<file path="src/rtl/fetch_stage.sv">
// Instruction fetch stage: owns the PC, reads instruction memory over a valid/ready handshake
// and holds the fetched word in the IF/ID register, with stall, redirect and HALT handling.
module fetch_stage #(
  parameter int                    ADDR_WIDTH  = 32,
  parameter int                    INSTR_WIDTH = 32,
  parameter logic [ADDR_WIDTH-1:0] RESET_PC    = '0,
  parameter logic [5:0]            HALT_OPCODE = 6'b111111
) (
  input  logic                   clk,
  input  logic                   reset,
  output logic                   imem_req,
  output logic [ADDR_WIDTH-1:0]  imem_addr,
  input  logic                   imem_ready,
  input  logic [INSTR_WIDTH-1:0] imem_rdata,
  input  logic                   stall,
  input  logic                   redirect,
  input  logic [ADDR_WIDTH-1:0]  redirect_pc,
  output logic [INSTR_WIDTH-1:0] if_id_instr,
  output logic [ADDR_WIDTH-1:0]  if_id_pc,
  output logic                   if_id_valid,
  output logic                   halted,
  output logic [31:0]            fetch_count
);

  typedef enum logic [1:0] {
    S_BOOT   = 2'd0,
    S_RUN    = 2'd1,
    S_HALTED = 2'd2
  } state_t;

  state_t                   r_state;
  state_t                   w_state_nxt;
  logic [ADDR_WIDTH-1:0]    r_pc;
  logic [INSTR_WIDTH-1:0]   r_if_id_instr;
  logic [ADDR_WIDTH-1:0]    r_if_id_pc;
  logic                     r_if_id_valid;
  logic [31:0]              r_fetch_count;

  logic                     w_redirect;
  logic                     w_xfer;
  logic                     w_halt_hit;
  logic [ADDR_WIDTH-1:0]    w_redirect_pc;

  // Redirect is meaningless during the post-reset idle cycle, so it is masked there.
  assign w_redirect    = redirect & (r_state != S_BOOT);
  assign w_redirect_pc = redirect_pc & ~ADDR_WIDTH'(3);

  assign imem_req   = (r_state == S_RUN) & ~redirect & (~r_if_id_valid | ~stall);
  assign imem_addr  = r_pc;
  assign w_xfer     = imem_req & imem_ready;
  assign w_halt_hit = w_xfer & (imem_rdata[31:26] == HALT_OPCODE);

  // NOTE: every signal driven in always_comb gets a default first, so no path leaves it unassigned and no latch is inferred.
  always_comb begin
    w_state_nxt = r_state;
    case (r_state)
      S_BOOT:   w_state_nxt = S_RUN;
      S_RUN:    if (w_halt_hit) w_state_nxt = S_HALTED;
      S_HALTED: if (w_redirect) w_state_nxt = S_RUN;
      default:  w_state_nxt = S_BOOT;
    endcase
  end

  // NOTE: sequential state uses non-blocking assignments so every register samples pre-edge values.
  always_ff @(posedge clk) begin
    if (reset) begin
      r_state <= S_BOOT;
    end else begin
      r_state <= w_state_nxt;
    end
  end

  always_ff @(posedge clk) begin
    if (reset) begin
      r_pc          <= RESET_PC;
      r_if_id_instr <= '0;
      r_if_id_pc    <= '0;
      r_if_id_valid <= 1'b0;
      r_fetch_count <= '0;
    end else if (w_redirect) begin
      r_pc          <= w_redirect_pc;
      r_if_id_valid <= 1'b0;
    end else if (w_xfer) begin
      r_if_id_instr <= imem_rdata;
      r_if_id_pc    <= r_pc;
      r_if_id_valid <= 1'b1;
      r_pc          <= r_pc + ADDR_WIDTH'(4);
      if (r_fetch_count != 32'hFFFF_FFFF) begin
        r_fetch_count <= r_fetch_count + 32'd1;
      end
    end else if (!stall) begin
      // Bubble: contents are left as they were, only the valid flag drops.
      r_if_id_valid <= 1'b0;
    end
  end

  assign if_id_instr = r_if_id_instr;
  assign if_id_pc    = r_if_id_pc;
  assign if_id_valid = r_if_id_valid;
  assign halted      = (r_state == S_HALTED);
  assign fetch_count = r_fetch_count;

endmodule
</file>
<file path="config.mk">
export PLATFORM = sky130hd
export DESIGN_NAME = fetch_stage
export DESIGN_NICKNAME = d
export VERILOG_FILES = /design/src/rtl/fetch_stage.sv
export SDC_FILE = /design/constraint.sdc
export NUM_CORES = 1
export LEC_CHECK = 0
export ABC_CLOCK_PERIOD_IN_PS = 6110
export BUFFER_PORTS_ARGS = -buffer_cell sky130_fd_sc_hd__buf_2
export CORE_MARGIN = 2
export CORE_UTILIZATION = 45
export DETAILED_ROUTE_END_ITERATION = 16
export PLACE_DENSITY = 0.84
export SETUP_SLACK_MARGIN = 0.02
export SYNTH_ARGS = -nofsm -noshare
export SYNTH_HDL_FRONTEND = slang
export SYNTH_SLANG_ARGS = --single-unit
</file>
<file path="constraint.sdc">
create_clock -name clk -period 6.11 [get_ports clk]
set_input_delay 0.9165 -clock clk [delete_from_list [all_inputs] [get_ports clk]]
set_output_delay 0.9165 -clock clk [all_outputs]
set_load 0.03 [all_outputs]
</file>
==> summary.md <==
| Metric | Value |
|---|---|
| Post-synth EDFFs | 0 |
| Number of nets in the layout | 970 |
| Hpwl dp | between 10,000 and 15,000 um |
| Total die area | 0.01361 mm^2 |
| Clock Tree Buf Depth | 2 |
| Fin. Hold Viols | 0 |
| DR vias | approximately 6,000 |
| Final setup TNS | 0 ns |
| CP endpoint kind | flop |
| FF-to-FF Start | imem_addr[2]$_SDFFE_PP0P_ |
| Slew Viols, Final | 0 |
| FMAX | ~360 MHz |
| Resize count post-CTS | 0 |
| Finished Layout Cells | 1,083 |
| Skew-Pair Late Insertion Delay | a little over 0.4 ns |
| Routed length per instance | around 15 um |
| Clock skew | around 0.0072 ns |
| Worst reg-to-reg setup slack | 3.51 ns |
| Final setup violating endpoints | 0 |
| Largest net degree at the start of global routing | 85 |
| Synth area leaders | dfxtp_1, nand2_1, a21oi_1, nor2_1, or3_1 |
| Setup repair after global routing missed its margin | false |
| Worst Hold Launch | if_id_instr[21]$_SDFFE_PP0P_ |
| Initial core utilization | 0.4564 |
| First-pass GRT wire length | approximately 25,000 um |
| Die X | 116.7 um |
| Worst slew pin tran | around 1.2 ns |
| Main synth FF type | dfxtp_1 |
| Netlist cell types | roughly 60 |
| Tot GR Track Use | 0.2334 |
| Number of global-route vias before repair | ~5,200 |
| DRT iter0 DRCs | between 300 and 400 |
| Setup Crit Path Kind | input port to flop |
| Worst-path cell chain | buf_2, nand4bb_1, nor2_4, buf_4, nand2_1, mux2_2, a31oi_1 |
| Chip height | around 120 um |
| Root Buffer | clkbuf_16 |
| Rows | 41 |
| Worst r2r path cells | 6 |
| Share of post-route cells with drive strength above 1 | 0.2755 |
| I/O Buffers | 193 |
| GPL Wtd Cong | between 0.8 and 0.9 |
| Mean post-synth cell area | 7.902 um^2 |
| Worst hold path class | flop to flop |
| Power density cells | approximately 270 mW/mm^2 |
| Final WL | between 15,000 and 20,000 um |
| Clk sinks | about 130 |
| CTS HTree Levels | 4 |
| Initial antenna violation count | 0 |
| CP max-delay cell | nor2_4 |
| Leakage power | ~3 nW |
| Ant. Diodes | 0 |
| Reg area | ~0.0025 mm^2 |
| Post-layout util | 0.5856 |
| Crit path largest cell delay | ~0.58 ns |
| Startpoint Class | input port |
| Fillers | around 1,200 |
| Congestion Overflow GR | 0 |
| Clock transition at the registers of the reported paths | about 0.05 ns |
| DRC | 0 |
| Slew margin rel. | 0.1822 |
| Worst path required time | roughly 6.4 ns |
| Most frequent cell after synthesis | nand2_1 |
| Hold path depth | 2 |
| Cell taking the most area after synthesis | dfxtp_1 |
| Via density | roughly 5.5 |
| Setup bufs post-CTS | 0 |
| Status | complete, no violations |
| Multi-input gate area | roughly 0.0030 mm^2 |
| DP Cell Count | ~1,100 |
| Seq cells post-synth | between 100 and 150 |
| Commonest cells post-synth | nand2_1, dfxtp_1, a21oi_1, nor2_1, clkbuf_1 |
| Post-layout minimum cycle time | between 2 and 3 ns |
| Final period util | 0.4565 |
| MaxCap Viol Count | 0 |
| Post-synthesis cell count | just over 700 |
| Post-DRT Antenna Nets | 0 |
| Maximum VDD drop | approximately 0.00014 V |
| Core area | roughly 0.013 mm^2 |
| Critical path peak fanout | 44 |
| Post-CTS Hold Buffers | 0 |
| Synth async-reset ratio | 0 |
| Reg-to-reg endpoint | imem_addr[20]$_SDFFE_PP0P_ |
| Syn. warnings | 0 |
| Num CTS Buffers | 17 |
| Ports | 200 |
| Hold endpoint | if_id_instr[21]$_SDFFE_PP0P_ |
| TritonCTS clock tree | built |
| Sequential area share after synthesis | 0.4450 |
| Synth top area share | 0.4450 |
| Mapped Area | 0.005713 mm^2 |
| Arr. time, crit path | roughly 3.1 ns |
| TritonRoute pass-1 iters | 6 |
| Synth-to-layout area growth | 28.30% |
## metal layers
layer	part of all wire	wire length, um	GRT usage	vias to the layer above
li1	-	-	-	2929
met1	0.43	6928	0.2943	2708
met2	0.45	7276	0.3655	253
met3	0.091	1461	0.08199	27
met4	0.021	342	0.09569	0
met5	0	0	0	-
## final cells by class
class,count,area share
clock buffers,24,0.06709
well taps,172,0.02936
multi-input cells,544,0.4056
inverters,11,0.005633
repair buffers,198,0.1372
flip-flops and latches,127,0.3469
clock inverters,7,0.008194
## placed cells by master (no fill, tap or decap), drive strengths merged, types with 2 or more instances in the layout
cell type and count:
a2111oi 3, a211oi 2, a21oi 105, a22oi 3
a31o 2, a31oi 16, a32oi 4, and2 4
and3 9, and4 9, buf 198, clkbuf 24
clkinv 6, conb 4, dfxtp 127, ha 2
inv 11, mux2 8, nand2 159, nand3 22
nand4 20, nor2 43, nor2b 5, nor3 12
nor4 9, o211ai 6, o21a 2, o21ai 29
o22ai 5, o311ai 2, or2 3, or3 24
or4 2, or4b 2, xnor2 8, xor2 4
## sequential cells by signal (all words and copies together), names as in the netlist
name	flops
r_state	2
if_id_instr	32
if_id_pc	30
fetch_count	32
imem_addr	30
if_id_valid	1
## power by group
part           switching (mW)  internal, mW  total, mW  leakage [nW]
logic                   0.111        0.0520      0.163          1.69
registers              0.0223         0.849      0.872          1.03
clock network           0.346         0.595      0.942         0.279
total                   0.480          1.50       1.98          2.99
## metrics by stage
stage | instance area, um^2 | hold WS, ns | worst slack [ns] | total power [mW]
6_report | 7330 | 0.4485 | 3.321 | 1.976
5_1_grt | 7330 | 0.4647 | 3.185 | 2.054
4_1_cts | 7330 | 0.4502 | 3.323 | 1.995
3_5_place_dp | 6778 | 0.4432 | 2.948 | 1.052
3_3_place_gp | 6778 | 0.4379 | 2.922 | 1.049
2_1_floorplan | 5724 | 0.5372 | 3.203 | 0.9910
## critical path, delay by kind of cell
kind / cells / cell delay (ns)
buf+inv: 2 / 0.68
simple gates: 3 / 1.08
compound gates: 1 / 0.13
mux: 1 / 0.29
## cell families after synthesis
family,synth area share
multiplexers,0.01752
AND/OR/NAND/NOR,0.2801
AO/OA/AOI/OAI,0.1947
other,0.0006564
adder cells (fa/ha/maj),0.004380
buffers and inverters,0.03920
XOR/XNOR,0.01840
flip-flops,0.4450
## worst max-delay path by stage
| stage | to | startpoint | cells past startpoint | slack [ns] |
|---|---|---|---|---|
| global route | imem_addr[18]$_SDFFE_PP0P_ | redirect | 7 | 3.19 |
| CTS | imem_addr[18]$_SDFFE_PP0P_ | redirect | 7 | 3.32 |
| finish | imem_addr[18]$_SDFFE_PP0P_ | redirect | 7 | 3.32 |
| detailed placement | imem_addr[18]$_SDFFE_PP0P_ | redirect | 7 | 2.95 |
| floorplan | imem_req | stall | 2 | 3.20 |
| global placement | imem_addr[18]$_SDFFE_PP0P_ | redirect | 7 | 2.92 |
No activity file was read; power rests on OpenSTA's default activity.
